## src/rtl/stage_ma.sv

```systemverilog
`default_nettype none
// +--------------------------------------------------------------------------+
// | Module      : stage_ma (with package stage_ma_pkg)                       |
// | Description : Memory-access stage of the 5-stage RISC-V pipeline.        |
// |               Takes the EX-MA bundle, issues one request per load/store  |
// |               on a request/response data bus, aligns store lanes,        |
// |               extracts and extends load data, stalls upstream while a    |
// |               transaction is outstanding and registers the MA-WB bundle. |
// | Revision    : 1.0  initial release                                       |
// +--------------------------------------------------------------------------+
// | Ports                                                                    |
// |   clk           in   pipeline clock, rising edge                         |
// |   rst_i         in   synchronous active-high reset                       |
// |   ex_ma_i       in   EX-MA pipeline register bundle                      |
// |   dmem_req_o    out  one-cycle request strobe                            |
// |   dmem_we_o     out  1 = store, 0 = load (valid with req)                |
// |   dmem_addr_o   out  word-aligned address                                |
// |   dmem_be_o     out  byte enables                                        |
// |   dmem_wdata_o  out  lane-replicated store data                          |
// |   dmem_rvalid_i in   response strobe (loads and stores)                  |
// |   dmem_rdata_i  in   load data, valid with rvalid                        |
// |   stall_o       out  hold EX-MA and all upstream stages                  |
// |   misalign_o    out  pulse when a misaligned access is dropped           |
// |   bus_err_o     out  pulse when a transaction times out                  |
// |   ma_wb_reg_o   out  registered MA-WB bundle                             |
// +--------------------------------------------------------------------------+

package stage_ma_pkg;

   typedef struct packed {
      logic        valid;
      logic        dmem_wr_en;
      logic        dmem_rd_en;
      logic [1:0]  dmem_size;      // 00 byte, 01 half, 10 word
      logic        dmem_sign;      // 1 = zero-extend (LBU/LHU)
      logic [31:0] dmem_data;
      logic [31:0] alu_result;     // address for memory ops, result otherwise
      logic [31:0] pc_plus_four;
      logic        reg_wr_en;
      logic        reg_wr_sel;
      logic [4:0]  reg_wr_addr;
   } ex_ma_reg_t;

   typedef struct packed {
      logic        valid;
      logic        reg_wr_en;
      logic        reg_wr_sel;
      logic [4:0]  reg_wr_addr;
      logic [31:0] pc_plus_four;
      logic [31:0] alu_result;
      logic [31:0] load_data;
   } ma_wb_reg_t;

endpackage

module stage_ma
   import stage_ma_pkg::*;
#(
   parameter int TIMEOUT_CYCLES = 16,
   parameter int CNT_W          = 5
) (
   input  logic        clk,
   input  logic        rst_i,
   input  ex_ma_reg_t  ex_ma_i,
   output logic        dmem_req_o,
   output logic        dmem_we_o,
   output logic [31:0] dmem_addr_o,
   output logic [3:0]  dmem_be_o,
   output logic [31:0] dmem_wdata_o,
   input  logic        dmem_rvalid_i,
   input  logic [31:0] dmem_rdata_i,
   output logic        stall_o,
   output logic        misalign_o,
   output logic        bus_err_o,
   output ma_wb_reg_t  ma_wb_reg_o
);

   typedef enum logic [0:0] {
      ST_IDLE = 1'b0,
      ST_WAIT = 1'b1
   } state_t;

   // Counter value of the final WAIT cycle; the counter starts at zero in
   // the first WAIT cycle.
   localparam logic [CNT_W-1:0] C_CNT_LAST = CNT_W'(TIMEOUT_CYCLES - 1);

   state_t           r_state;
   logic [CNT_W-1:0] r_cnt;
   ma_wb_reg_t       r_ma_wb;

   logic             w_mem;
   logic             w_misalign;
   logic             w_in_idle;
   logic             w_in_wait;
   logic             w_issue;
   logic             w_drop;
   logic             w_done;
   logic             w_timeout;
   logic             w_hold;
   logic [1:0]       w_off;
   logic [3:0]       w_be;
   logic [31:0]      w_wdata;
   logic [7:0]       w_byte;
   logic [15:0]      w_half;
   logic [31:0]      w_load;
   state_t           w_state_next;
   logic [CNT_W-1:0] w_cnt_next;
   ma_wb_reg_t       w_ma_wb_next;

   // ---------------------------------------------------------------------
   // Access classification
   // ---------------------------------------------------------------------
   assign w_off      = ex_ma_i.alu_result[1:0];
   assign w_mem      = ex_ma_i.valid & (ex_ma_i.dmem_rd_en | ex_ma_i.dmem_wr_en);
   assign w_misalign = ((ex_ma_i.dmem_size == 2'b01) & w_off[0]) |
                       ((ex_ma_i.dmem_size == 2'b10) & (w_off != 2'b00));

   assign w_in_idle  = (r_state == ST_IDLE);
   assign w_in_wait  = (r_state == ST_WAIT);

   // All control events are masked while reset is asserted so the bus and
   // pipeline controls are quiet during the reset cycle itself.
   assign w_issue    = ~rst_i & w_in_idle & w_mem & ~w_misalign;
   assign w_drop     = ~rst_i & w_in_idle & w_mem &  w_misalign;
   assign w_done     = ~rst_i & w_in_wait & dmem_rvalid_i;
   // A response in the last WAIT cycle takes priority over the timeout.
   assign w_timeout  = ~rst_i & w_in_wait & ~dmem_rvalid_i & (r_cnt == C_CNT_LAST);
   assign w_hold     = ~rst_i & w_in_wait & ~dmem_rvalid_i & ~w_timeout;

   // ---------------------------------------------------------------------
   // Store lane alignment (loads reuse the same byte enables)
   // ---------------------------------------------------------------------
   always_comb begin
      w_be    = 4'b1111;
      w_wdata = ex_ma_i.dmem_data;
      case (ex_ma_i.dmem_size)
         2'b00: begin
            w_be    = 4'b0001 << w_off;
            w_wdata = {4{ex_ma_i.dmem_data[7:0]}};
         end
         2'b01: begin
            w_be    = 4'b0011 << w_off;
            w_wdata = {2{ex_ma_i.dmem_data[15:0]}};
         end
         default: begin
            w_be    = 4'b1111;
            w_wdata = ex_ma_i.dmem_data;
         end
      endcase
   end

   // ---------------------------------------------------------------------
   // Load data extraction and extension
   // ---------------------------------------------------------------------
   always_comb begin
      w_byte = dmem_rdata_i[7:0];
      case (w_off)
         2'd0:    w_byte = dmem_rdata_i[7:0];
         2'd1:    w_byte = dmem_rdata_i[15:8];
         2'd2:    w_byte = dmem_rdata_i[23:16];
         default: w_byte = dmem_rdata_i[31:24];
      endcase
   end

   // Aligned halfwords only ever sit at offset 0 or 2.
   assign w_half = w_off[1] ? dmem_rdata_i[31:16] : dmem_rdata_i[15:0];

   always_comb begin
      w_load = dmem_rdata_i;
      case (ex_ma_i.dmem_size)
         2'b00:   w_load = ex_ma_i.dmem_sign ? {24'h000000, w_byte}
                                             : {{24{w_byte[7]}}, w_byte};
         2'b01:   w_load = ex_ma_i.dmem_sign ? {16'h0000, w_half}
                                             : {{16{w_half[15]}}, w_half};
         default: w_load = dmem_rdata_i;
      endcase
   end

   // ---------------------------------------------------------------------
   // Next-state, counter and MA-WB bundle
   // ---------------------------------------------------------------------
   always_comb begin
      w_state_next = r_state;
      w_cnt_next   = r_cnt;
      if (w_issue) begin
         w_state_next = ST_WAIT;
         w_cnt_next   = '0;
      end else if (w_done || w_timeout) begin
         w_state_next = ST_IDLE;
      end else if (w_hold) begin
         w_cnt_next   = r_cnt + CNT_W'(1);
      end
   end

   always_comb begin
      w_ma_wb_next.valid        = ex_ma_i.valid;
      w_ma_wb_next.reg_wr_en    = ex_ma_i.reg_wr_en;
      w_ma_wb_next.reg_wr_sel   = ex_ma_i.reg_wr_sel;
      w_ma_wb_next.reg_wr_addr  = ex_ma_i.reg_wr_addr;
      w_ma_wb_next.pc_plus_four = ex_ma_i.pc_plus_four;
      w_ma_wb_next.alu_result   = ex_ma_i.alu_result;
      w_ma_wb_next.load_data    = 32'h0000_0000;

      // The instruction is still in flight: hand writeback a bubble.
      if (w_issue || w_hold) begin
         w_ma_wb_next.valid = 1'b0;
      end

      // Dropped or abandoned accesses retire without touching the regfile.
      if (w_drop || w_timeout) begin
         w_ma_wb_next.reg_wr_en = 1'b0;
      end

      if (w_done && ex_ma_i.dmem_rd_en) begin
         w_ma_wb_next.load_data = w_load;
      end
   end

   always_ff @(posedge clk) begin
      if (rst_i) begin
         r_state <= ST_IDLE;
         r_cnt   <= '0;
         r_ma_wb <= '0;
      end else begin
         r_state <= w_state_next;
         r_cnt   <= w_cnt_next;
         r_ma_wb <= w_ma_wb_next;
      end
   end

   // ---------------------------------------------------------------------
   // Outputs
   // ---------------------------------------------------------------------
   assign dmem_req_o   = w_issue;
   assign dmem_we_o    = ex_ma_i.dmem_wr_en;
   assign dmem_addr_o  = {ex_ma_i.alu_result[31:2], 2'b00};
   assign dmem_be_o    = w_be;
   assign dmem_wdata_o = w_wdata;

   assign stall_o      = w_issue | w_hold;
   assign misalign_o   = w_drop;
   assign bus_err_o    = w_timeout;
   assign ma_wb_reg_o  = r_ma_wb;

endmodule

`default_nettype wire

```

## config.mk

```make
export PLATFORM = sky130hd
export DESIGN_NAME = stage_ma
export DESIGN_NICKNAME = d
export VERILOG_FILES = /design/src/rtl/stage_ma.sv
export SDC_FILE = /design/constraint.sdc
export NUM_CORES = 1
export LEC_CHECK = 0
export CAP_MARGIN = 10
export CORE_AREA = 5 5 122 124
export CTS_CLUSTER_DIAMETER = 60
export DETAILED_ROUTE_END_ITERATION = 12
export DIE_AREA = 0 0 127 129
export DONT_BUFFER_PORTS = 1
export GPL_ROUTABILITY_DRIVEN = 0
export PLACE_DENSITY = 0.52
export SYNTH_ARGS = -nofsm -noshare
export SYNTH_HDL_FRONTEND = slang
export SYNTH_SLANG_ARGS = --single-unit
export TNS_END_PERCENT = 1
```

## constraint.sdc

```tcl
create_clock -name clk -period 1.8 [get_ports clk]
set_input_delay 0.45 -clock clk [delete_from_list [all_inputs] [get_ports clk]]
set_output_delay 0.45 -clock clk [all_outputs]
set_load 0.02 [all_outputs]
```

-- Yosys cells after proc, flatten, opt, wreduce, memory -nomap -nowiden
Index checks and enable logic that the tools add are counted.
- add/subtract/negate cells: 1
- reduce and logical (&&, ||, !) cells: 13
- shift operators: 2
- order comparisons: 0
- eq/ne operators: 5
- divide/modulo/power cells: 0
- bitwise operators: 22
- multiply operators: 0
- multiplexer cells: 9
- operator list (operator ; count):
    $pmux 32 s2 ; 2
    $mux 32 ; 2
    $pmux 8 s3 ; 1
    $mux 16 ; 1
    $and 1x1->1 ; 12
    $pmux 4 s2 ; 1
    $reduce_or 2->1 ; 4
    $not 1->1 ; 7
    $add 5x1->5 const B ; 1
    $eq 5x4->1 const B ; 1
    $eq 2x1->1 const B ; 2
    $eq 2x2->1 const B ; 2
    $logic_not 2->1 ; 2
    $reduce_bool 2->1 ; 2
    $shl 1x2->4 const A ; 1
    $shl 2x2->4 const A ; 1
    $logic_or 1x1->1 ; 3
    $or 1x1->1 ; 3
    $mux 1 ; 2
    $reduce_and 2->1 ; 1
    $logic_and 1x1->1 ; 1
- output and inout port bits: 177
- memories kept: 0
- bits in writable memories: 0
- bits in read-only memories: 0
- register bits after elaboration: 110
- bits in latches: 0

-- Depth between registers and ports, before layout
- depth in word-level cells: 8
- gate-level depth with buffers: 7
- gate-level depth less buffers: 7

-- Least setup slack after synthesis
No wires, ideal clock.
- kind: register to output
- start point: register r_cnt[0]
- end point: output port bus_err_o
- cell stages (with the launch flop): 5
- data arrival time: 1.712 ns
- path buffers: 0
- data required time: 1.350 ns
- path slack: -0.362 ns
- cells stage by stage: dfxtp_1 -> ha_1 -> and3_1 -> ha_1 -> nor4bb_1
- longest elaborated chain between the ends: 2
- RTL lines (element ; RTL line ; RTL):
    start, declared ; 88 ; logic [CNT_W-1:0] r_cnt;
    start signal, assigned ; 226 ; r_cnt <= w_cnt_next;
    $eq 5x4->1 ; 127 ; assign w_timeout = ~rst_i & w_in_wait & ~dmem_rvalid_i & (r_cnt == C_CNT_LAST);
    $and 1x1->1 ; 127 ;
    end, declared ; 74 ; output logic bus_err_o,
Every way passes these cells.

-- Final worst setup path
- start point: register r_cnt[1]
- end point: output port stall_o
- longest elaborated chain between the ends: 5
- RTL lines (element ; RTL line ; RTL):
    $eq 5x4->1 ; 127 ;
    $and 1x1->1 ; 127 ;
    $not 1->1 ; 128 ; assign w_hold = ~rst_i & w_in_wait & ~dmem_rvalid_i & ~w_timeout;
    $and 1x1->1 ; 128 ;
    $or 1x1->1 ; 240 ; assign stall_o = w_issue | w_hold;
    end, declared ; 72 ; output logic stall_o,
Every way passes these cells.

==> results.txt <==
- The run finished, with violations left.
* Violations in the final reports: negative setup slack
* Fraction of power spent switching nets: 0.268
- Of the cells placed in the final design, the portion with a size suffix greater than 1 is 0.233.
- Measured on the finished design, the core utilization comes to 0.348.
- Aggregate global routing overflow: 0
- The filler cells instantiated in the layout total approximately 1400.
- Compared with the post-synthesis result, the final layout area differs by 7.08%.
- For hold timing, the worst endpoint is ma_wb_reg_o[50].
* Setup repair after global routing missed its margin: true
* Setup slack of the critical path after layout: -0.306 ns
* # DRC: 0
* Number of buffers between clock root and the deepest sink: 2
* Final Hold Viols: 0
- After detailed routing, the average wire length per cell comes to 21.5 um.
- Post-route ant nets: 0
* Master cell of the clock root buffer: clkbuf_16
* Post-route design area: 4750 sq um
* Effective utilization at floorplan: 0.325
- Of the total power, combinational logic draws 0.080.
- Of all nets on the critical path, the largest fanout is 2.
- The startpoint identified for the worst register-to-register timing path is r_cnt[1].
- STA classifies the critical path startpoint as a flop.
* Distinct cell type count of the synthesized netlist: 42
- Dividing total power by cell area gives a power density of 1070 nW/um^2.
- The internal portion of the total power is 3.72 mW.
- Counting flops with a built-in enable in the synthesized netlist gives 0.
* Final setup vio count: 2
* Net count of the finished layout: 549
- The number of antenna violations at the first check in global routing is 0.
- Global-route total usage across every layer: 0.146
* Synthesized cell area: between 4000 and 5000 sq um
* Highest ir drop seen on vdd: 0.000380 V
- Classification of the worst-slack hold path: in2reg
* Worst Hold Path Cells: 1
- Clock tree from TritonCTS: built
- Gate Count Post-Synth: 440
- Across the run, the number of max-cap violations was 0.
- Seq cells post-synth: 110
- For this block, the routed nets add up to around 13000 um of wire.
* Number of placed cells counting well taps: 571
* Number of core rows: 43
- CTS HTree Levels: 3
* Clock group share of total power: 0.391
- Number of slew-limit violations in the final report: 0
- The number of global-route vias before repair is around 3000.
* Post-route clock period utilization: 1.17
- Subtracting the final worst setup slack from the clock period gives 2.11 ns.
* Crit Reg-Reg Endpoint: r_cnt[3]
- Data on the critical path is required at its endpoint by approximately 1.4 ns.
- The number of clock buffers added by TritonCTS is 9.
* Highest attainable clock frequency: 475 MHz
* Total core area: 13700 sq um
* Pin count of the biggest net entering global routing: 77
- Drt via density: 4.97
* Average cell area after synthesis: ~10 sq um
* Critical Path Source: r_cnt[1]
- Startpoint of the most critical hold path: rst_i
- Across all register-to-register paths, the minimum setup slack is ~0.060 ns.
* Overall power after layout: ~5.1 mW
- The analysis attributes to cell leakage a power of 1.82 nW.
* Die width: roughly 130 um
- Clock transition at the register clock pins on the worst setup and hold paths after CTS: 0.08 ns
* Flop pwr share: 0.529
* Most frequently used flop master after synthesis: dfxtp_1
- Transition time at the pin with the least slew margin: 0.572 ns
* Source-to-sink clock delay at the later pin of the worst-skew pair: 0.35 ns
- In this run the vertical extent of the chip is 129 um.
* Clock sink total: 110
* Detailed-placement wirelength estimate: 10100 um
- The first global-routing pass estimated 18300 um of wire.
- Hold timing on the final database bottoms out at a slack of 0.161 ns.
- Fraction of the yosys area taken by sequential cells: 0.496
* Boundary Pins: 321
- Data arrives at the worst endpoint at 1.66 ns.
* Vias: 2922
* Share of async-settable or async-resettable flops after synthesis: 0
* Type of the worst setup path: reg2out
* Endpoint kind of the worst setup timing path: primary output
- Counting cells, the worst reg-to-reg path comes to 8.
* Count of buffers from port buffering: 0
- Summed over all nets, the switching power comes to 1.36 mW.
- Clock Skews: 0.00345 ns
* Total iterations of the first detailed-routing run: 5
- For this run, the number of Yosys warnings is 0.
- Die ar.: 16400 sq um
- 0 antenna diodes ended up in the layout.
* Max-slew headroom at the worst pin: 0.618
- Post-Place Cell Area: 4430 sq um
- Once layout is complete, the cells apart from fillers number 588.
* Initial detailed-routing violation count: 140
[worst max-delay path, stage by stage, from the launching register on]
cell and delay, ns:
dfxtp_2 0.34, ha_4 0.16, and3_4 0.18, ha_4 0.16, nor4b_4 0.27, or2_4 0.20
[layout make-up]
| class | instances | area (sq um) | share of cell area |
|---|---|---|---|
| Sequential cell | 110 | 2210 | 0.464 |
| Multi-Input combinational cell | 254 | 1820 | 0.382 |
| Clock buffer | 9 | 225 | 0.0474 |
| Tap cell | 180 | 225 | 0.0474 |
| Timing Repair Buffer | 18 | 160 | 0.0337 |
| Clock inverter | 7 | 82.6 | 0.0174 |
| Inverter | 10 | 37.5 | 0.00790 |
[repair_timing]
action	4_1_cts	5_1_grt
hold buffers	0	0
endpoints found under the hold margin	0	0
endpoints found under the setup margin	2	5
resized for setup	1	1
pin swaps	3	2
setup buffers	1	0
gates cloned	0	0
[cell usage after synthesis (2+ instances only)]
| library cell | number | area share |
|---|---|---|
| o21bai_1 | 3 | 0.0051 |
| clkbuf_1 | 13 | 0.011 |
| or2_2 | 4 | 0.0056 |
| ha_1 | 2 | 0.0056 |
| nor2b_1 | 71 | 0.10 |
| dfxtp_1 | 110 | 0.50 |
| o21ai_0 | 15 | 0.017 |
| a222oi_1 | 6 | 0.014 |
| nor4b_2 | 2 | 0.0068 |
| a22o_1 | 2 | 0.0039 |
| mux2_2 | 22 | 0.056 |
| buf_2 | 10 | 0.011 |
| a22oi_1 | 4 | 0.0068 |
| inv_1 | 10 | 0.0085 |
| nor2_1 | 18 | 0.015 |
| a21oi_2 | 12 | 0.024 |
| a21oi_1 | 10 | 0.011 |
| buf_4 | 43 | 0.073 |
| nand2_1 | 42 | 0.036 |
| o21ai_1 | 2 | 0.0023 |
| mux2i_1 | 11 | 0.025 |
| a221oi_2 | 7 | 0.024 |
| xor2_1 | 2 | 0.0039 |
[worst max path at each step]
| stage | cells after the start | slack (ns) | to |
|---|---|---|---|
| finish | 5 | -0.31 | stall_o |
| floorplan | 5 | -0.15 | stall_o |
| detailed placement | 8 | 0.01 | r_cnt[3] |
| global route | 5 | -0.39 | stall_o |
| CTS | 5 | -0.34 | stall_o |
| global placement | 8 | 0.02 | r_cnt[3] |
[power by group through the flow]
stage | Combinational (mW) | Clock, mW | Sequential (mW)
after floorplan | 0.515 | 0 | 2.73
after global placement | 0.404 | 0 | 2.75
after detailed placement | 0.410 | 0 | 2.75
after CTS | 0.412 | 2.08 | 2.69
after global routing | 0.443 | 2.17 | 2.70
final | 0.405 | 1.99 | 2.69
[stage by stage]
stage	setup slack [ns]	TNS (ns)
finish	-0.306	-0.593
global route	-0.391	-0.917
CTS	-0.338	-0.651
detailed placement	0.00996	0
global placement	0.0193	0
floorplan	-0.152	-1.24
[flip-flops by register name, indices dropped and copies added (netlist names)]
| name | count |
|---|---|
| ma_wb_reg_o | 104 |
| r_state | 1 |
| r_cnt | 5 |
[per-layer routing]
metal | wire length, um | part of all wire | vias up | GRT usage
li1 | - | - | 1343 | -
met1 | 4820 | 0.38 | 1364 | 0.168
met2 | 6430 | 0.51 | 201 | 0.251
met3 | 1210 | 0.096 | 14 | 0.0535
met4 | 192 | 0.015 | 0 | 0.0524
met5 | 0 | 0 | - | 0
[cell families (layout without fill, tap and decap cells)]
family | Yosys count | in the layout | share of synthesized area
AOI/OAI and AO/OA | 64 | 64 | 0.112
xor gates and xnor gates | 3 | 3 | 0.00592
adders and majority gates | 2 | 2 | 0.00564
buffers and inverters | 77 | 44 | 0.106
DFF | 110 | 110 | 0.496
muxes | 33 | 33 | 0.0806
other | 1 | 2 | 0.000845
and+or+nand+nor | 150 | 150 | 0.193
[cells in the final DEF, fill, tap and decap left out, drive strengths merged, types with 4 or more instances in the layout]
| master | n |
|---|---|
| a21oi | 22 |
| nand2 | 42 |
| nor2b | 71 |
| dfxtp | 110 |
| or2 | 4 |
| mux2i | 11 |
| a22oi | 4 |
| a221oi | 7 |
| mux2 | 22 |
| nor2 | 19 |
| a222oi | 6 |
| o21ai | 17 |
| buf | 18 |
| inv | 15 |
| clkbuf | 9 |
Note: power is estimated with default switching activity, not from simulation.
